===== src/rtl/foo_port_arbiter.sv =====
// ----------------------------------------------------------------------------
// foo_port_arbiter
//
// Round-robin arbiter that hands one shared foo_module port bus to one of
// G_NUM_REQ requesters for a whole transaction. A grant is held until the
// owner pulses done, drops req, or the watchdog expires. After a watchdog
// revocation the offending requester is masked until it drops req.
//
// Handshake: req[k] is raised and held for the whole transaction. gnt[k]
// rises one cycle after req[k] wins arbitration. The transaction ends when
// done[k] is seen high for one cycle or req[k] is seen low. After every
// release there is one idle cycle before the next grant.
//
// Ports
//   clk        in   rising-edge clock
//   reset      in   synchronous, active-high reset
//   req        in   G_NUM_REQ  request per requester
//   done       in   G_NUM_REQ  end-of-transaction pulse per requester
//   gnt        out  G_NUM_REQ  one-hot grant, all-zero when idle (registered)
//   gnt_idx    out  G_IDX_W    index of granted requester, 0 when idle
//   busy       out  high while a grant is active (registered)
//   timeout    out  one-cycle pulse when the watchdog revokes a grant
//   masked     out  G_NUM_REQ  requesters locked out after a timeout
//   fsm_state  out  debug view of the FSM: 0 = IDLE, 1 = BUSY
// ----------------------------------------------------------------------------
module foo_port_arbiter #(
    parameter int  G_NUM_REQ = 4,
    parameter int  G_TIMEOUT = 256,
    localparam int G_IDX_W   = $clog2(G_NUM_REQ)
) (
    input  logic                 clk,
    input  logic                 reset,
    input  logic [G_NUM_REQ-1:0] req,
    input  logic [G_NUM_REQ-1:0] done,
    output logic [G_NUM_REQ-1:0] gnt,
    output logic [G_IDX_W-1:0]   gnt_idx,
    output logic                 busy,
    output logic                 timeout,
    output logic [G_NUM_REQ-1:0] masked,
    output logic                 fsm_state
);

    // The watchdog counter needs at least one bit even when disabled.
    localparam int WD_W = (G_TIMEOUT == 0) ? 1 : $clog2(G_TIMEOUT + 1);
    localparam logic [WD_W-1:0] WD_LAST = WD_W'((G_TIMEOUT == 0) ? 0 : G_TIMEOUT - 1);
    localparam logic [WD_W-1:0] WD_MAX  = {WD_W{1'b1}};
    localparam logic [G_IDX_W-1:0] IDX_LAST = G_IDX_W'(G_NUM_REQ - 1);

    typedef enum logic {
        IDLE = 1'b0,
        BUSY = 1'b1
    } state_t;

    state_t               state, state_n;
    logic [G_NUM_REQ-1:0] gnt_n, masked_n, eligible;
    logic [G_IDX_W-1:0]   gnt_idx_n, rr_ptr, rr_ptr_n, winner, cand;
    logic [G_IDX_W:0]     sum;
    logic [WD_W-1:0]      wd_cnt, wd_cnt_n;
    logic                 busy_n, timeout_n, found, release_req, expired;

    assign fsm_state = state;
    assign eligible  = req & ~masked;

    always_comb begin
        state_n     = state;
        gnt_n       = gnt;
        gnt_idx_n   = gnt_idx;
        busy_n      = busy;
        timeout_n   = 1'b0;
        rr_ptr_n    = rr_ptr;
        wd_cnt_n    = wd_cnt;
        // A mask bit clears once its requester has been seen with req low.
        masked_n    = masked & req;
        found       = 1'b0;
        winner      = '0;
        sum         = '0;
        cand        = '0;
        release_req = 1'b0;
        expired     = 1'b0;

        // Search eligible requesters starting at rr_ptr, wrapping at G_NUM_REQ.
        for (int i = 0; i < G_NUM_REQ; i++) begin
            sum = {1'b0, rr_ptr} + (G_IDX_W + 1)'(i);
            if (sum >= (G_IDX_W + 1)'(G_NUM_REQ)) begin
                sum = sum - (G_IDX_W + 1)'(G_NUM_REQ);
            end
            cand = sum[G_IDX_W-1:0];
            if (!found && eligible[cand]) begin
                found  = 1'b1;
                winner = cand;
            end
        end

        case (state)
            IDLE: begin
                if (found) begin
                    state_n        = BUSY;
                    gnt_n          = '0;
                    gnt_n[winner]  = 1'b1;
                    gnt_idx_n      = winner;
                    busy_n         = 1'b1;
                    wd_cnt_n       = '0;
                end
            end
            BUSY: begin
                release_req = done[gnt_idx] | ~req[gnt_idx];
                expired     = (G_TIMEOUT != 0) && (wd_cnt == WD_LAST);
                if (release_req || expired) begin
                    state_n   = IDLE;
                    gnt_n     = '0;
                    gnt_idx_n = '0;
                    busy_n    = 1'b0;
                    rr_ptr_n  = (gnt_idx == IDX_LAST) ? '0 : gnt_idx + G_IDX_W'(1);
                    // A regular end of transaction wins over a coincident expiry.
                    if (expired && !release_req) begin
                        timeout_n         = 1'b1;
                        masked_n[gnt_idx] = 1'b1;
                    end
                end else if (wd_cnt != WD_MAX) begin
                    wd_cnt_n = wd_cnt + WD_W'(1);
                end
            end
            default: state_n = IDLE;
        endcase
    end

    always_ff @(posedge clk) begin
        if (reset) begin
            state   <= IDLE;
            gnt     <= '0;
            gnt_idx <= '0;
            busy    <= 1'b0;
            timeout <= 1'b0;
            masked  <= '0;
            rr_ptr  <= '0;
            wd_cnt  <= '0;
        end else begin
            state   <= state_n;
            gnt     <= gnt_n;
            gnt_idx <= gnt_idx_n;
            busy    <= busy_n;
            timeout <= timeout_n;
            masked  <= masked_n;
            rr_ptr  <= rr_ptr_n;
            wd_cnt  <= wd_cnt_n;
        end
    end

endmodule


===== config.mk =====
export PLATFORM = sky130hd
export DESIGN_NAME = foo_port_arbiter
export DESIGN_NICKNAME = d
export VERILOG_FILES = /design/src/rtl/foo_port_arbiter.sv
export SDC_FILE = /design/constraint.sdc
export NUM_CORES = 1
export LEC_CHECK = 0
export CAP_MARGIN = 20
export CORE_UTILIZATION = 40
export DETAILED_ROUTE_END_ITERATION = 8
export MAX_ROUTING_LAYER = met4
export SYNTH_ARGS = -nofsm -noshare
export SYNTH_HDL_FRONTEND = slang
export SYNTH_SLANG_ARGS = --single-unit

===== constraint.sdc =====
create_clock -name clk -period 3.4 [get_ports clk]
set_input_delay 0.85 -clock clk [delete_from_list [all_inputs] [get_ports clk]]
set_output_delay 0.85 -clock clk [all_outputs]
set_load 0.01 [all_outputs]

* Word level (Yosys, flattened, before mapping)
Index checks and enable logic that the tools add are counted.
** Word-level totals
- Flip-flop bits (word level) :: 24
- Output and inout port bits :: 13
- Logic and storage cells :: 108
** Cells by class
- $add $sub $neg :: 9
- Magnitude comparators :: 12
- Equality and inequality tests :: 7
- Muxes and demuxes :: 49
- Bitwise operators :: 8
- Reductions and logical operators :: 15
** Operators with widths (count)
- $mux W9 :: 3
- $mux W2 :: 11
- $mux W4 :: 5
- $lt A2 B3 Y1 const B :: 6
- $pmux W9 S2 :: 1
- $mux W1 :: 17
- $bmux W1 S2 :: 6
- $add A9 B1 Y9 const B :: 1
- $eq A9 B8 Y1 const B :: 1
- $ge A3 B3 Y1 const B :: 3
- $ne A9 B9 Y1 const B :: 1
- $and A4 B4 Y4 :: 2
- $pmux W4 S2 :: 1
- $sub A2 B1 Y2 const B :: 4
- $add A2 B2 Y3 const B :: 2
- $logic_and A1 B1 Y1 :: 6
- $demux W1 S2 :: 2
- $ge A2 B1 Y1 const B :: 2
- $logic_not A1 Y1 :: 4
- $ne A2 B1 Y1 const B :: 2
- $ne A2 B2 Y1 const B :: 2
- $not A4 Y4 :: 1
- $or A4 B4 Y4 :: 1
- $pmux W1 S2 :: 2
- 11 further kinds :: 14

* Logic depth before layout (Yosys ltp)
Gate-level depths: netlist (run 1).
- Depth in word-level cells :: 20
- Mapped depth :: 9
- Depth with buffers taken out :: 8

* Worst setup path before layout (run 1)
Ideal clock, no wire load.
- Kind :: input -> register
- Start point :: input port done[0]
- End point :: register rr_ptr[0]
- Library setup time :: 0.123 ns
- Data arrival time :: 2.122 ns
- Required time :: 3.277 ns
- Slack :: 1.155 ns
- Cell stages on the path :: 5
- Cells stage by stage :: nand2b_1 > mux4_2 > o21a_1 > clkbuf_1 > mux2_1
** Between the ends
- Longest elaborated chain between the ends :: 5
** RTL lines
- start, declared :: RTL line 34 : input logic [G_NUM_REQ-1:0] done,
- $bmux W1 S2 :: RTL line 106 : release_req = done[gnt_idx] | ~req[gnt_idx];
- $mux W1 (implied by the code) :: RTL line 106
- $or A1 B1 Y1 :: RTL line 106
- $logic_or A1 B1 Y1 :: RTL line 108 : if (release_req || expired) begin
- $reduce_and A2 Y1 (no line)
- end signal, assigned :: RTL line 144 : rr_ptr <= rr_ptr_n;
- end, declared :: RTL line 56 : logic [G_IDX_W-1:0] gnt_idx_n, rr_ptr, rr_ptr_n, winner, cand;
Every way passes these cells. The select of a mux whose other input is x is not followed.
A chain may end at the register's enable or synchronous reset.

* Worst setup path in the final report (run 1)
- Start point :: input port req[0]
- End point :: register rr_ptr[0]
** Between the ends
- Longest elaborated chain between the ends :: 6
** RTL lines
- start, declared :: RTL line 33 : input logic [G_NUM_REQ-1:0] req,
- $bmux W1 S2 :: RTL line 106
- $mux W1 (implied by the code) :: RTL line 106
- $not A1 Y1 :: RTL line 106
- $or A1 B1 Y1 :: RTL line 106
- $logic_or A1 B1 Y1 :: RTL line 108
- $reduce_and A2 Y1 (no line)
Every way passes these cells. The select of a mux whose other input is x is not followed.

==> summary.txt, run 1 <==
Status
  – Run status: completed

Worst setup path
  – Endpoint arrival time on the critical path: 2.72 ns
  – Sort of element at the start of the critical path: input port
  – Worst R2R Start: wd_cnt[0]
  – Crit Reg-Reg Endpoint: rr_ptr[0]
  – Type of element capturing the critical path: register
  – Top fanout value on the critical path: 11
  – Critical path's largest stage delay: 0.60 ns
  – Register-to-register setup slack: 1.32 ns
  – Path depth of the worst reg2reg path: 6
  – Worst path required time: 3.62 ns
  – Kind of cell with the highest combined delay on the critical path: multiplexers
  – Slowest library cell on the worst path: sky130_fd_sc_hd__mux4_2
  – Worst Path Class, Setup: in -> reg
  – Critical path cell sequence: clkdlybuf4s50_1 -> nand2b_1 -> mux4_2 -> o21a_1 -> mux2_1
  – CP Buf/Inv Count: 1

Drt
  – Overall via count from detail_route: 1,125
  – Drc violations: 0
  – Detailed-router iteration count before antenna repair: 4
  – Wire length per cell: 13.8 microns
  – Vias per std cell: 5.43
  – Initial detailed-routing violation count: 26
  – Routed wire length: 2.86 mm
  – Residual antenna-violating net count after detailed routing: 0

Synth
  – Simple-gate portion of the synthesized area: 30.8%
  – Async set or reset register ratio after synthesis: 0%
  – #FFs+latches synth: 24
  – Arithmetic-cell share of the synthesized area counting full adders, half adders and majority gates: 6.49%
  – Unique cell type count in the Yosys netlist: 40
  – Xor/xnor cell area share of the yosys netlist: 0%
  – Number of nets in the synthesized netlist: 160
  – Most area-hungry cell type in the Yosys netlist: sky130_fd_sc_hd__dfxtp_1
  – Sequential area share after synthesis: 35.6%
  – Proportion of netlist area held by the largest area contributor: 35.6%
  – Combinational family with the most area after synthesis: simple AND/OR/NAND/NOR gates
  – Synth top area cells: sky130_fd_sc_hd__dfxtp_1 (36%), sky130_fd_sc_hd__ha_1 (6.5%), sky130_fd_sc_hd__nand2b_1 (6.5%)
  – Netlist area before placement: 1350 sq um
  – Multiplexer area fraction after synthesis: 9.27%
  – Synth Warn #: 0
  – Primary flip-flop cell chosen by synthesis mapping: sky130_fd_sc_hd__dfxtp_1
  – Compound-Gate Fraction of Synth Area: 14.0%
  – Instance count of the mapped netlist: 143
  – Mean cell area of the mapped netlist: 9.44 sq um
  – Count of flip-flops with a built-in enable after synthesis: 0

Floorplanning
  – IO Pins: 23
  – Total core area: 3130 sq um
  – Initial core utilization: 43.2%
  – Floorplan die area: 3610 sq um
  – Horiz. Die Dim: 60.1 microns
  – Std cell rows: 20
  – Die Span Y: 60.1 microns

Clock network
  – Clock tree root driver cell: sky130_fd_sc_hd__clkbuf_4
  – TritonCTS clock tree: built
  – Setup Buffers After CTS: 0
  – TritonCTS buffer count: 3
  – CTS resizes: 0
  – Clock latency on the worst-skew pair: 0.31 ns
  – H-Tree Level Count: 1
  – CTS clk-pin slew, worst paths: 0.14 ns
  – Number of clock sinks seen by CTS: 24
  – Hold buffers post-CTS: 0
  – Number of buffers on the longest clock path: 2

Hold path
  – Min-Delay Endpoint: busy
  – Number of instances on the worst hold path: 2
  – Path type of the worst min-delay path: reg -> reg
  – Hold Path Origin: busy

Timing
  – Slew at the pin closest to its max-slew limit: 0.518 ns
  – Max_slew headroom: 65.4%
  – RSZ-0062 raised after global routing: no
  – Slew Viols, Final: 0
  – Tightest hold margin: 0.489 ns
  – Final setup violation count: 0
  – Summed negative setup slack over all endpoints: 0 ns
  – Time the final worst path needs with I/O delays and setup: 2.50 ns
  – Share of the cycle needed by the critical path after routing: 73.6%
  – Final clock skew: 0.00259 ns
  – Max Clk Rate: 0.400 GHz
  – Final hold violation count: 0

Final layout
  – Final core area utilization: 52.8%
  – Multi-input logic area: 817 sq um
  – Area Growth Syn to Fin: 22.3%
  – Area used by sequential logic in the layout: 480 sq um
  – Leading cell type in the layout, fill and taps excluded: sky130_fd_sc_hd__dfxtp_1
  – Most frequent cells in the layout: sky130_fd_sc_hd__dfxtp_1 (24), sky130_fd_sc_hd__clkdlybuf4s50_1 (22), sky130_fd_sc_hd__nand2b_1 (14), sky130_fd_sc_hd__nand3b_1 (11), sky130_fd_sc_hd__mux2i_1 (8)
  – Fraction of final layout cells with drive strength greater than 1: 8.59%
  – Fillcell total: 301
  – Diodes inserted: 0
  – Number of nets in the finished design: 181

Global route
  – Wire length of the first global-routing pass: 4.95 mm
  – Via count of the first global-routing pass: 1,104
  – Met2 Track Usage GR: 33.0%
  – Overall global routing resource usage: 19.1%
  – Grt met1 use: 21.9%
  – Final global-route overflow total: 0
  – Most Used Layer, Global Route: met2
  – Initial antenna violation count: 0
  – GR Layer Usage met3: 3.25%
  – Pin count of the biggest net entering global routing: 23

Flow run
  – Count of maximum capacitance violations: 0

Power
  – Max IR drop VDD: 0.222 mV
  – Power per cell area: 375 nW/um^2
  – Static Leak: 0.548 nW

Placed design
  – Detail Placement HPWL: 2.16 mm
  – Final GP Congestion: 0.773
  – Number of buffers added on ports: 22
## flip-flops by register name, summed over array words and instances, names as in the netlist
name       count
busy           1
fsm_state      1
gnt            4
gnt_idx        2
masked         4
rr_ptr         2
timeout        1
wd_cnt         9
## cells by family after synthesis
logic type	Yosys count
and+or+nand+nor	64
AOI/OAI and AO/OA	25
DFF	24
buffers and inverters	12
muxes	11
adders and majority gates	7
## metrics by stage
step	std cells	total power, W	instance area, sq um	setup WS [ns]
floorplan	143	0.000376	1350	1.15
global placement	203	0.000416	1600	0.588
detailed placement	203	0.000418	1600	0.556
CTS	207	0.000629	1650	0.921
global route	207	0.000657	1650	0.853
finish	207	0.000619	1650	0.899
## synth_stat cells (all sizes together) (2+ instances only)
library cell  instances
nand2b               14
dfxtp                24
nand2                 7
clkbuf                6
o32ai                 4
mux2i                 8
nor2                  3
o31ai                 2
o2bb2ai               4
nand3b               11
nor4                  2
nor3                  4
o21ai                 3
nand3                 2
inv                   5
ha                    7
or3b                  4
a21oi                 4
or3                   2
mux2                  2
nand4                 4
nor2b                 5
## cell type report
type / count / share of cell area, %
Tap cell: 44 / 3.33
Inverter: 5 / 1.14
Clock inverter: 1 / 1.82
Clock buffer: 3 / 1.36
Timing Repair Buffer: 23 / 13.8
Multi-Input combinational cell: 107 / 49.5
Sequential cell: 24 / 29.1
## worst reg2reg max path, stage by stage, from the launching register on
cell	delay, ns
sky130_fd_sc_hd__dfxtp_1	0.40
sky130_fd_sc_hd__ha_1	0.23
sky130_fd_sc_hd__nand3_1	0.09
sky130_fd_sc_hd__nor2_1	0.14
sky130_fd_sc_hd__ha_1	0.38
sky130_fd_sc_hd__o21a_1	0.40
sky130_fd_sc_hd__mux2_1	0.35
## routing by layer
metal  part of all wire [%]  up-vias
met2                     50       12
met4                   0.73        0
met5                      0        -
met1                     47      541
li1                       -      570
met3                    2.2        2
## how the worst max path moves through the flow
stage	startpoint	endpoint	cells after the start	slack, ns
after floorplan	done[0]	rr_ptr[0]	5	1.15
after global placement	req[3]	rr_ptr[0]	5	0.59
after detailed placement	req[0]	rr_ptr[0]	5	0.56
after CTS	req[0]	rr_ptr[0]	5	0.92
after global routing	req[0]	rr_ptr[0]	5	0.85
final	req[0]	rr_ptr[0]	5	0.90
## power breakdown
part | total (W) | switching [W] | internal [W]
sequential | 0.000304 | 0.0000117 | 0.000292
clock | 0.000208 | 0.0000886 | 0.000119
combinational | 0.000107 | 0.0000517 | 0.0000555
total | 0.000619 | 0.000152 | 0.000467
No activity file was read; power rests on OpenSTA's default activity.
==> inputs of run 2 (changes only) <==
PLACE_DENSITY = 0.65   (was unset)
clock period = 2.2 ns   (was 3.4 ns; I/O delays follow)
==> run 2 against run 1 <==
Net effect:
- hold slack lost 0.0048 ns
- final area grew 13%
- global-route usage grew 2.3 points
- die area is the same
- critical path type is now reg -> reg
==> summary.txt, run 2 (synthesis results as in run 1) <==
Status
  – Run status: completed

Timing
  – RSZ-0062 raised after global routing: no
  – Final setup violation count: 0 (unchanged)
  – Max_slew headroom: 73.8% (+8.3 points)
  – Time the final worst path needs with I/O delays and setup: 2.02 ns
  – Share of the cycle needed by the critical path after routing: 91.8%
  – Slew at the pin closest to its max-slew limit: 0.390 ns (-0.129 ns)
  – Slew Viols, Final: 0 (unchanged)
  – Final hold violation count: 0 (unchanged)
  – Final clock skew: 0.00126 ns (-0.00133 ns)
  – Tightest hold margin: 0.484 ns (-0.00482 ns)
  – Max Clk Rate: 0.495 GHz

Floorplanning
  – IO Pins: 23 (unchanged)
  – Initial core utilization: 43.2% (unchanged)
  – Std cell rows: 20 (unchanged)
  – Horiz. Die Dim: 60.1 microns (unchanged)
  – Die Span Y: 60.1 microns (unchanged)
  – Floorplan die area: 3610 sq um (unchanged)
  – Total core area: 3130 sq um (unchanged)

Clock network
  – Number of buffers on the longest clock path: 2 (unchanged)
  – H-Tree Level Count: 1 (unchanged)
  – TritonCTS buffer count: 3 (unchanged)
  – Number of clock sinks seen by CTS: 24 (unchanged)
  – Clock tree root driver cell: sky130_fd_sc_hd__clkbuf_4
  – TritonCTS clock tree: built
  – CTS clk-pin slew, worst paths: 0.13 ns (about the same)
  – Clock latency on the worst-skew pair: 0.31 ns (about the same)

Worst setup path
  – Path depth of the worst reg2reg path: 6 (unchanged)
  – Endpoint arrival time on the critical path: 2.24 ns (-0.48 ns)
  – Critical path's largest stage delay: 0.40 ns (-0.20 ns)
  – Worst path required time: 2.42 ns (-1.20 ns)
  – CP Buf/Inv Count: 0 (-1)
  – Sort of element at the start of the critical path: register
  – Worst Path Class, Setup: reg -> reg
  – Crit Reg-Reg Endpoint: rr_ptr[0]
  – Slowest library cell on the worst path: sky130_fd_sc_hd__dfxtp_1
  – Most used cell along the critical path: sky130_fd_sc_hd__ha_1
  – Critical path cell sequence: ha_1 -> nand3_1 -> nor2_1 -> ha_1 -> o21a_1 -> mux2_1
  – Register-to-register setup slack: 0.18 ns (-1.14 ns)
  – Type of element capturing the critical path: register
  – Kind of cell with the highest combined delay on the critical path: adder cells
  – Worst R2R Start: wd_cnt[1]
  – Top fanout value on the critical path: 7 (-4)

Placed design
  – Number of placed instances, taps included: 221 (+8.9%)
  – Dpl cell area: 1760 sq um (+10%)
  – Detail Placement HPWL: 2.62 mm (+21%)
  – Final GP Congestion: 0.794 (+2.7%)
  – Number of buffers added on ports: 22 (unchanged)

Final layout
  – Fillcell total: 290 (-3.7%)
  – Number of nets in the finished design: 200 (+10%)
  – Diodes inserted: 0 (unchanged)
  – Multi-input logic area: 858 sq um (+5.1%)
  – Design Area, Final: 1860 sq um (+13%)
  – Most frequent cells in the layout: sky130_fd_sc_hd__dfxtp_1 (24), sky130_fd_sc_hd__buf_4 (18), sky130_fd_sc_hd__clkdlybuf4s50_1 (14), sky130_fd_sc_hd__nand3b_1 (11), sky130_fd_sc_hd__nand2b_1 (10)
  – Top flop regs: wd_cnt: 9 flops, gnt: 4 flops, masked: 4 flops
  – Final core area utilization: 59.6% (+6.8 points)
  – Area used by sequential logic in the layout: 480 sq um (unchanged)
  – Layout Cells excl Fill: 226 (+9.2%)
  – Register bank with the most flops: wd_cnt
  – Number of flip-flops under the largest register name: 9 (unchanged)
  – Fraction of final layout cells with drive strength greater than 1: 21.4% (+13 points)
  – Area Growth Syn to Fin: 38.1%
  – Leading cell type in the layout, fill and taps excluded: sky130_fd_sc_hd__dfxtp_1

Hold path
  – Path type of the worst min-delay path: reg -> reg
  – Min-Delay Endpoint: masked[2]
  – Hold Path Origin: masked[2]
  – Number of instances on the worst hold path: 2 (unchanged)

Power
  – Max IR drop VDD: 0.294 mV (+33%)
  – Static Leak: 0.745 nW (+36%)
  – Sequential share of power: 50.9% (+1.8 points)
  – Net Sw Frac: 26.5% (+1.9 points)
  – Cell Int Power: 0.000677 W (+45%)
  – Combinational Power Share: 23.9% (+6.6 points)
  – Power per cell area: 494 nW/um^2 (+32%)
  – Switching power summed over all nets: 0.000244 W (+61%)
  – Share of power burned in the clock network: 25.2% (-8.4 points)

Drt
  – Vias per std cell: 5.33 (-2.0%)
  – Drc violations: 0 (unchanged)
  – Wire length per cell: 14.8 microns (+7.2%)
  – Detailed-router iteration count before antenna repair: 4 (unchanged)
  – Residual antenna-violating net count after detailed routing: 0 (unchanged)
  – Routed wire length: 3.35 mm (+17%)
  – Overall via count from detail_route: 1,204 (+7.0%)
  – Initial detailed-routing violation count: 65 (+150%)

Global route
  – Wire length of the first global-routing pass: 5.62 mm (+14%)
  – Overall global routing resource usage: 21.4% (+2.3 points)
  – Pin count of the biggest net entering global routing: 29 (+26%)
  – Final global-route overflow total: 0 (unchanged)
  – Initial antenna violation count: 0 (unchanged)
  – Via count of the first global-routing pass: 1,230 (+11%)

Flow run
  – Count of maximum capacitance violations: 0 (unchanged)
[run 2: cell types whose count changed in the layout (fill, tap and decap cells not counted), moves of 2 or more]
cell	delta
sky130_fd_sc_hd__buf_12	+2
sky130_fd_sc_hd__nand2b_4	+4
sky130_fd_sc_hd__buf_4	+17
sky130_fd_sc_hd__dlymetal6s2s_1	+8
sky130_fd_sc_hd__clkdlybuf4s50_1	-8
sky130_fd_sc_hd__nand2b_1	-4
[run 2: worst max path at each step]
stage,end,slack [ns],from,cells past startpoint
after global placement,wd_cnt[4],-0.23,req[3],6
final,rr_ptr[0],0.18,wd_cnt[1],6
after floorplan,rr_ptr[0],0.15,wd_cnt[0],8
after CTS,wd_cnt[4],0.04,req[3],6
after detailed placement,wd_cnt[4],-0.30,req[3],6
after global routing,rr_ptr[0],0.02,wd_cnt[0],6
[run 2: layout make-up]
type	count	share of cell area, %
clock buffer	4	1.95
tap	44	2.95
inverter	5	1.01
multi-input combinational	107	46.0
sequential	24	25.8
timing repair buffer	42	22.3
[run 2: per-layer routing]
| layer | GRT usage (%) | wire [microns] | vias up |
|---|---|---|---|
| met5 | - | 0 | - |
| met4 | 2.99 | 22 | 0 |
| met3 | 4.11 | 64 | 4 |
| li1 | - | - | 605 |
| met2 | 38.6 | 1810 | 16 |
| met1 | 24.9 | 1450 | 579 |
[run 2: metrics by stage]
step / power (W) / TNS, ns / setup WS, ns
2_1_floorplan: 0.000582 / 0 / 0.146
3_3_place_gp: 0.000681 / -2.92 / -0.234
3_5_place_dp: 0.000688 / -3.68 / -0.296
4_1_cts: 0.000924 / 0 / 0.0445
5_1_grt: 0.000976 / 0 / 0.0235
6_report: 0.000920 / 0 / 0.180
[run 2: what timing repair did]
item,in CTS,in global routing
endpoints found under the hold margin,0,0
hold buffers,0,0
setup endpoints to repair,0,7
setup buffers,0,1
gates resized for setup,0,14
[run 2: worst min-delay path, stage by stage (launching register included)]
cell                        delay, ns
sky130_fd_sc_hd__dfxtp_1         0.34
sky130_fd_sc_hd__nand2_1         0.06
sky130_fd_sc_hd__o2bb2ai_1       0.06
[run 2: power groups by stage]
stage	logic [W]	registers [W]	clock network, W
finish	0.000220	0.000469	0.000232
CTS	0.000212	0.000468	0.000244
detailed placement	0.000210	0.000478	0
global placement	0.000204	0.000476	0
global route	0.000237	0.000471	0.000268
floorplan	0.000103	0.000478	0
==> inputs of run 3 (changes only) <==
GPL_TIMING_DRIVEN = 0   (was unset)
==> run 3 against run 2 <==
Net effect:
- fmax is 5.6% lower
- total power is 5.0% lower
- sequential power is 0.9% lower
- sequential share of layout area is 3.2 points higher
- clock power hardly changed
- hold slack better by 0.0055 ns
- final area is 11% lower
- largest cell class unchanged
==> summary.txt, run 3 (synthesis results as in run 1) <==
Status
  – Run status: completed

Power
  – Cell Int Power: 0.000642 W (-5.1%)
  – Static Leak: 0.556 nW (-25%)
  – Max IR drop VDD: 0.282 mV (-4.0%)
  – Power per cell area: 527 nW/um^2 (+6.7%)
  – Net Sw Frac: 26.5% (+0.036 points)
  – Share of power burned in the clock network: 26.5% (+1.3 points)
  – Switching power summed over all nets: 0.000232 W (-4.9%)
  – Sequential share of power: 53.2% (+2.3 points)
  – Combinational Power Share: 20.3% (-3.6 points)

Drt
  – Residual antenna-violating net count after detailed routing: 0 (unchanged)
  – Drc violations: 0 (unchanged)
  – Overall via count from detail_route: 1,148 (-4.7%)
  – Initial detailed-routing violation count: 54 (-17%)
  – Detailed-router iteration count before antenna repair: 4 (unchanged)
  – Routed wire length: 2.93 mm (-12%)
  – Vias per std cell: 5.44 (+2.1%)
  – Wire length per cell: 13.9 microns (-6.2%)

Final layout
  – Area Growth Syn to Fin: 23.0%
  – Register bank with the most flops: wd_cnt
  – Leading cell type in the layout, fill and taps excluded: sky130_fd_sc_hd__dfxtp_1
  – Number of nets in the finished design: 185 (-7.5%)
  – Diodes inserted: 0 (unchanged)
  – Layout Cells excl Fill: 211 (-6.6%)
  – Fillcell total: 307 (+5.9%)
  – Most frequent cells in the layout: sky130_fd_sc_hd__dfxtp_1 (24), sky130_fd_sc_hd__clkdlybuf4s50_1 (21), sky130_fd_sc_hd__nand2b_1 (14), sky130_fd_sc_hd__nand3b_1 (11), sky130_fd_sc_hd__mux2i_1 (8)
  – Top flop regs: wd_cnt: 9 flops, gnt: 4 flops, masked: 4 flops
  – Fraction of final layout cells with drive strength greater than 1: 9.58% (-12 points)
  – Number of flip-flops under the largest register name: 9 (unchanged)

Floorplanning
  – Std cell rows: 20 (unchanged)
  – Total core area: 3130 sq um (unchanged)
  – Horiz. Die Dim: 60.1 microns (unchanged)
  – IO Pins: 23 (unchanged)
  – Floorplan die area: 3610 sq um (unchanged)
  – Die Span Y: 60.1 microns (unchanged)
  – Initial core utilization: 43.2% (unchanged)

Clock network
  – Number of buffers on the longest clock path: 2 (unchanged)
  – Clock latency on the worst-skew pair: 0.31 ns (about the same)
  – CTS clk-pin slew, worst paths: 0.13 ns (about the same)
  – H-Tree Level Count: 1 (unchanged)
  – Clock tree root driver cell: sky130_fd_sc_hd__clkbuf_4
  – TritonCTS clock tree: built
  – Number of clock sinks seen by CTS: 24 (unchanged)
  – Hold buffers post-CTS: 0 (unchanged)
  – TritonCTS buffer count: 3 (unchanged)

Timing
  – Final clock skew: 0.00578 ns (+0.00452 ns)
  – Worst Slack Setup Final: 0.0600 ns (-0.120 ns)
  – RSZ-0062 raised after global routing: no
  – Share of the cycle needed by the critical path after routing: 97.3% (+5.4 points)
  – Final setup violation count: 0 (unchanged)
  – Max_slew headroom: 70.5% (-3.3 points)
  – Slew at the pin closest to its max-slew limit: 0.443 ns (+0.0530 ns)
  – Max Clk Rate: 0.467 GHz (-5.6%)
  – Slew Viols, Final: 0 (unchanged)
  – Final hold violation count: 0 (unchanged)
  – Time the final worst path needs with I/O delays and setup: 2.14 ns (+0.120 ns)

Placed design
  – Final GP Congestion: 0.802 (+1.0%)
  – Detail Placement HPWL: 2.30 mm (-12%)
  – Setup WS pre-CTS: -0.337 ns (-0.0409 ns)
  – Number of buffers added on ports: 22 (unchanged)
  – Number of placed instances, taps included: 209 (-5.4%)

Worst setup path
  – Kind of cell with the highest combined delay on the critical path: buffers and inverters
  – Sort of element at the start of the critical path: input port
  – Endpoint arrival time on the critical path: 2.39 ns (+0.15 ns)
  – Slowest library cell on the worst path: sky130_fd_sc_hd__clkdlybuf4s50_1
  – Type of element capturing the critical path: register
  – Critical path cell sequence: clkdlybuf4s50_1 -> nand2b_1 -> mux4_2 -> buf_6 -> or4_1 -> a21oi_1
  – Top fanout value on the critical path: 10 (+3)
  – Critical path's largest stage delay: 0.52 ns (+0.12 ns)
  – Worst Path Class, Setup: in -> reg
  – CP Buf/Inv Count: 2 (+2)
  – Worst path required time: 2.45 ns (+0.03 ns)

Global route
  – Overall global routing resource usage: 19.0% (-2.4 points)
  – Via count of the first global-routing pass: 1,128 (-8.3%)
  – Pin count of the biggest net entering global routing: 14 (-52%)
  – Wire length of the first global-routing pass: 5.02 mm (-11%)
  – Final global-route overflow total: 0 (unchanged)
  – Initial antenna violation count: 0 (unchanged)

Flow run
  – Count of maximum capacitance violations: 0 (unchanged)

Hold path
  – Path type of the worst min-delay path: reg -> reg
## run 3: changes by cell type in the layout (fill, tap and decap cells not counted), moves of 2 or more
cell | previous run | this run
sky130_fd_sc_hd__clkdlybuf4s50_1 | 14 | 21
sky130_fd_sc_hd__buf_12 | 2 | 0
sky130_fd_sc_hd__dlymetal6s2s_1 | 8 | 1
sky130_fd_sc_hd__buf_4 | 18 | 0
sky130_fd_sc_hd__nand2b_4 | 4 | 0
sky130_fd_sc_hd__nand2b_1 | 10 | 14
sky130_fd_sc_hd__clkbuf_1 | 0 | 4
## run 3: area by class of cell
| class | instances | area (sq um) | area share, % |
|---|---|---|---|
| plain buffers | 5 | 26.3 | 1.58 |
| clock buffers | 4 | 36.3 | 2.19 |
| inverters | 5 | 18.8 | 1.13 |
| multi-input cells | 107 | 821 | 49.4 |
| flip-flops and latches | 24 | 480 | 28.9 |
| well taps | 44 | 55.1 | 3.32 |
| repair buffers | 22 | 223 | 13.4 |
## run 3: repair_timing
item	CTS	global route
gates resized for setup	1	2
setup buffers	0	0
endpoints found under the setup margin	6	10
gates cloned	0	0
## run 3: worst reg2reg max path, cell delays in order (launching register included)
cell and delay, ns:
sky130_fd_sc_hd__dfxtp_1 0.37, sky130_fd_sc_hd__ha_1 0.25, sky130_fd_sc_hd__nand3_1 0.10, sky130_fd_sc_hd__nor2_1 0.06
sky130_fd_sc_hd__ha_1 0.26, sky130_fd_sc_hd__nor3b_1 0.21, sky130_fd_sc_hd__nand4_1 0.20, sky130_fd_sc_hd__or3_1 0.34
sky130_fd_sc_hd__a21oi_1 0.14
## run 3: power groups by stage
stage / logic [W] / clock network [W] / registers, W
final: 0.000177 / 0.000231 / 0.000465
after global placement: 0.000176 / 0 / 0.000474
after global routing: 0.000194 / 0.000265 / 0.000469
after CTS: 0.000179 / 0.000238 / 0.000466
after detailed placement: 0.000179 / 0 / 0.000474
after floorplan: 0.000103 / 0 / 0.000478
## run 3: final timing paths
kind	startpoint	end	slack, ns	cells after the start
setup reg to reg	wd_cnt[0]	wd_cnt[3]	0.22	8
setup / recovery	req[0]	wd_cnt[2]	0.06	6
hold reg to reg	masked[2]	masked[2]	0.49	2
hold / removal	masked[2]	masked[2]	0.49	2
## run 3: routing by layer
layer	wire length [microns]	share of wire, %	track usage, %	vias up
met5	0	0	-	-
met3	66	2.3	3.25	2
met4	13	0.44	3.99	0
met2	1540	52	34.4	13
li1	-	-	-	578
met1	1310	45	21.7	555
## run 3: per-stage QoR
step / TNS [ns] / util (%) / area, sq um / hold WS, ns / power, W
global placement: -3.83 / 52.0 / 1630 / 0.468 / 0.000650
global route: 0 / 53.1 / 1660 / 0.509 / 0.000928
detailed placement: -4.45 / 52.0 / 1630 / 0.469 / 0.000654
floorplan: 0 / - / 1350 / 0.471 / 0.000582
CTS: 0 / 53.0 / 1660 / 0.490 / 0.000882
finish: 0 / 53.1 / 1660 / 0.489 / 0.000874
==> patch 1 (config.mk and constraints of run 2) <==
Change the parameter `G_TIMEOUT` from 256 to 128.
--- a/src/rtl/foo_port_arbiter.sv
+++ b/src/rtl/foo_port_arbiter.sv
@@ -26,5 +26,5 @@
 module foo_port_arbiter #(
     parameter int  G_NUM_REQ = 4,
-    parameter int  G_TIMEOUT = 256,
+    parameter int  G_TIMEOUT = 128,
     localparam int G_IDX_W   = $clog2(G_NUM_REQ)
 ) (
Formal check against the unedited RTL: no difference found for any inputs over 10 cycles, from zero or initial values and one cycle with reset high; that may be too few to reach the edited logic, so the function may still have changed.
==> patch 1 against run 2 <==
Wire length shrank 11%. Highest routed layer unchanged. Largest cell class unchanged. Synthesized area is 4.7% lower. Critical path type is now input port to register. Setup slack worse by 91 ps. Synthesized cell count is 2.1% higher. Hold slack lost 5.9 ps. Cell area shrank 10%. Power shrank 9.0%. Sequential cell count down 1.
==> patch 1: results (changes against run 2) <==
| Metric | Value |
|---|---|
| Status | `completed (unchanged)` |
| Worst Path Arrival | `2370 ps (was 2240 ps)` |
| WL/cell | `13.2 µm (was 14.8 µm)` |
| Synth cell types | `44 (was 40)` |
| Fraction of layout cells with a size suffix above 1 | `16.5% (was 21.4%)` |
| Initial DRC Count | `71 (was 65)` |
| Largest regs | `wd_cnt: 8 flops, gnt: 4 flops, masked: 4 flops (was wd_cnt: 9 flops, gnt: 4 flops, masked: 4 flops)` |
| Top post-synthesis cells by area | `dfxtp_1, ha_1, nand2_1, nand2b_1, o21ai_0 (was dfxtp_1, ha_1, nand2b_1, nand3b_1, mux2i_1)` |
| Final clock skew | `2.89 ps (was 1.26 ps)` |
| Compound-Gate Fraction of Synth Area | `20.9% (was 14.0%)` |
| Dpl hpwl | `2.31 mm (was 2.62 mm)` |
| Post-synthesis adder-cell area fraction | `4.86% (was 6.49%)` |
| Largest net degree at the start of global routing | `14 (was 29)` |
| Sequential area share after synthesis | `35.8% (was 35.6%)` |
| Vias in the first global route | `1120 (was 1230)` |
| Static leakage | `0.000630 µW (was 0.000745 µW)` |
| NumNets Final | `198 (was 200)` |
| Synth cell count leaders | `dfxtp_1, nand2_1, o21ai_0 (was dfxtp_1, nand2b_1, nand3b_1)` |
| Post-DR vias/cell | `5.14 (was 5.33)` |
| Syn Nets | `161 (was 160)` |
| Gpl congestion | `0.859 (was 0.794)` |
| Mux share of post-synthesis cell area | `4.28% (was 9.27%)` |
| Gr usage total | `19.5% (was 21.4%)` |
| Max_slew headroom | `70.5% (was 73.8%)` |
| Cell Area, Placed | `1640 µm² (was 1760 µm²)` |
==> patch 1: logic make-up (layout without fill, tap and decap cells) <==
| family | Yosys count | in the layout |
|---|---|---|
| flip-flops | 23 | 23 |
| AND/OR/NAND/NOR | 68 | 68 |
| AO/OA/AOI/OAI | 38 | 38 |
| buffers and inverters | 9 | 45 |
| multiplexers | 3 | 3 |
| adder cells (fa/ha/maj) | 5 | 5 |
==> patch 1: worst paths after layout <==
| kind | start | to | slack (ps) | cells after the start |
|---|---|---|---|---|
| worst max-delay path | req[2] | wd_cnt[5]$_SDFFE_PP0P_ | 90 | 7 |
| worst min-delay path | gnt[3]$_SDFFE_PP0P_ | gnt[3]$_SDFFE_PP0P_ | 480 | 1 |
| worst max register to register | gnt_idx[0]$_SDFFE_PP0P_ | wd_cnt[5]$_SDFFE_PP0P_ | 370 | 6 |
| worst min register to register | gnt[3]$_SDFFE_PP0P_ | gnt[3]$_SDFFE_PP0P_ | 480 | 1 |
==> patch 1: per-layer routing <==
layer	routed length (µm)	GRT usage, %	part of all wire [%]	up-vias
met5	0	-	0	-
met4	19	4.42	0.64	0
met3	84	4.62	2.8	2
met2	1540	35.3	52	19
met1	1330	21.6	45	544
li1	-	-	-	596
==> patch 1: stage by stage <==
stage / cells / hold WS, ps / setup slack [ps]
final: 226 / 478 / 89.1
after detailed placement: 222 / 455 / -234
after floorplan: 146 / 447 / 432
after CTS: 226 / 480 / 98.5
after global routing: 226 / 495 / 9.45
after global placement: 222 / 449 / -161
==> patch 1: final cells by class <==
cell class / instances / area [µm²]
tap: 44 / 55.1
sequential: 23 / 460
inverter: 4 / 15.0
fill: 296 / 1380
multi-input combinational: 114 / 778
clock buffer: 4 / 26.3
timing repair buffer: 37 / 335
==> patch 1: report_power, final <==
| group | leakage, µW | internal [µW] | switching [µW] |
|---|---|---|---|
| logic | 0.000428 | 103 | 89.3 |
| registers | 0.000187 | 431 | 13.5 |
| clock network | 0.0000150 | 70.9 | 130 |
| total | 0.000630 | 605 | 233 |
==> patch 1: worst max-delay path: stages <==
cell and delay (ps):
clkdlybuf4s50_1 530, nor2b_1 140, mux4_2 280, a21oi_2 50
buf_4 170, or4_1 490, a21oi_2 150
==> patch 1: repair_timing <==
item / 4_1_cts / 5_1_grt
hold endpoints to repair: 0 / 0
resized for setup: 0 / 2
setup endpoints to repair: 0 / 2
buffers inserted: 0 / 0
==> patch 2 (flow settings as in run 2) <==
Made on the original files. Register the output `timeout` once more, without a reset; this adds one clock of latency there. The other outputs are not delayed to match. Comments in the files are not updated.
--- a/src/rtl/foo_port_arbiter.sv
+++ b/src/rtl/foo_port_arbiter.sv
@@ -51,4 +51,6 @@
         BUSY = 1'b1
     } state_t;
+
+    logic timeout_s0;
 
     state_t               state, state_n;
@@ -131,5 +133,5 @@
             gnt_idx <= '0;
             busy    <= 1'b0;
-            timeout <= 1'b0;
+            timeout_s0 <= 1'b0;
             masked  <= '0;
             rr_ptr  <= '0;
@@ -140,5 +142,5 @@
             gnt_idx <= gnt_idx_n;
             busy    <= busy_n;
-            timeout <= timeout_n;
+            timeout_s0 <= timeout_n;
             masked  <= masked_n;
             rr_ptr  <= rr_ptr_n;
@@ -147,4 +149,8 @@
     end
 
+    always_ff @(posedge clk) begin
+        timeout <= timeout_s0;
+    end
+
 endmodule
 
Behaviour: same outputs for any inputs over 10 cycles, from zero or initial values and one cycle with reset high; that may be too few to reach the edited logic, so the function may still have changed.
==> patch 2 against run 2 <==
Synthesized area rose by 2.4%. Cell area fell by 0.54%. Global-route usage rose by 1.5 points. Core utilization fell by 0.79 points. First-iteration DRC count fell by 37%. Clock skew barely moved. Wire length rose by 5.4%. Hold slack got worse by 140 ps. Sequential cell count rose by 1. Power rose by 0.34%. Largest power group unchanged. Clock power fell by 8%. Setup slack got worse by 130 ps. Via count rose by 15%.
==> patch 2: results (changes against run 2) <==
| Metric | Value |
|---|---|
| Post-synthesis adder-cell area fraction | `6.33% (was 6.49%)` |
| Synth cell count leaders | `dfxtp_1, inv_1, nand3_1 (was dfxtp_1, nand2b_1, nand3b_1)` |
| Compound-Gate Fraction of Synth Area | `22.2% (was 14.0%)` |
| Largest net degree at the start of global routing | `18 (was 29)` |
| WL/cell | `14.8 µm (about the same)` |
| Vias in the first global route | `1316 (was 1230)` |
| Final clock skew | `1.20 ps (was 1.26 ps)` |
| Gr usage total | `22.9% (was 21.4%)` |
| CP endpoint | `wd_cnt[4]$_SDFFE_PP0P_ (was rr_ptr[0]$_SDFFE_PP0P_)` |
| Critical path's slowest cell | `mux4_2 (was dfxtp_1)` |
| NumNets Final | `212 (was 200)` |
| Hold endpoint | `timeout$_DFF_P_ (was masked[2]$_SDFF_PP0_)` |
| Synth cell types | `44 (was 40)` |
| Status | `completed (unchanged)` |
| Static leakage | `0.000679 µW (was 0.000745 µW)` |
| Worst Path Arrival | `2420 ps (was 2240 ps)` |
| Worst Min Path Start | `timeout_s0$_SDFF_PP0_ (was masked[2]$_SDFF_PP0_)` |
| Initial DRC Count | `41 (was 65)` |
| Final non-filler cell total | `238 (was 226)` |
| Mux share of post-synthesis cell area | `5.43% (was 9.27%)` |
| Worst r2r src | `wd_cnt[5]$_SDFFE_PP0P_ (was wd_cnt[1]$_SDFFE_PP0P_)` |
| M3 GR Usage | `2.56% (was 4.11%)` |
| Crit path from | `req[2] (was wd_cnt[1]$_SDFFE_PP0P_)` |
| Met1 Use GR | `26.9% (was 24.9%)` |
| Slowest cell delay on critical path | `610 ps (was 400 ps)` |
| Sequential area share after synthesis | `36.2% (was 35.6%)` |
| Hold Path Cell Cnt | `0 (was 2)` |
| First-pass GRT wire length | `5.91 mm (was 5.62 mm)` |
| VDD IR max | `0.000245 V (was 0.000294 V)` |
| Filler cell count | `301 (was 290)` |
| Mapped Avg Cell Area | `9.16 µm² (was 9.44 µm²)` |
| Gpl congestion | `0.786 (was 0.794)` |
| Cells after DPL | `234 (was 221)` |
| Syn Nets | `168 (was 160)` |
| Met2 usage | `39.4% (was 38.6%)` |
patch 2: changes by cell type in the layout (fill, tap and decap cells not counted), sizes merged, moves of 5 or more:
| cell | before | now |
|---|---|---|
| nand3b | 11 | 1 |
| clkdlybuf4s50 | 14 | 22 |
| dlymetal6s2s | 8 | 0 |
| nand2b | 14 | 7 |
| nand3 | 2 | 8 |
| inv | 5 | 10 |
| mux2i | 8 | 3 |
patch 2: critical path: cells and delay by family:
kind	cells	cell delay, ps
AND/OR/NAND/NOR	2	600
AO/OA/AOI/OAI	1	150
buffers and inverters	1	500
multiplexers	1	610
patch 2: metrics by stage:
step	worst slack, ps	cell area (µm²)	total power, µW
floorplan	167	1380	607
global placement	-209	1810	714
detailed placement	-279	1810	718
CTS	69.2	1840	929
global route	19.1	1850	977
finish	53.6	1850	924
patch 2: cell families (layout without fill, tap and decap cells):
family                   count (synthesis)  count (layout)
AND/OR/NAND/NOR                         59              59
adder cells (fa/ha/maj)                  7               7
multiplexers                             5               5
AO/OA/AOI/OAI                           38              38
buffers and inverters                   17              60
flip-flops                              25              25
patch 2: final cells by class:
cell class / count / share of cell area, %
clock buffer: 4 / 1.42
multi-input combinational: 109 / 45.0
inverter: 10 / 2.02
timing repair buffer: 46 / 21.6
sequential: 25 / 27.0
tap: 44 / 2.97
patch 2: report_power, final:
part / switching (µW) / internal (µW) / total, µW / leakage, µW
combinational: 114 / 114 / 229 / 0.000461
sequential: 12.3 / 470 / 482 / 0.000203
clock: 142 / 71.1 / 213 / 0.0000150
patch 2: layer usage:
layer,vias up,wire [µm]
met5,-,0
met4,0,57
met3,4,100
met2,30,1790
met1,671,1590
li1,675,-
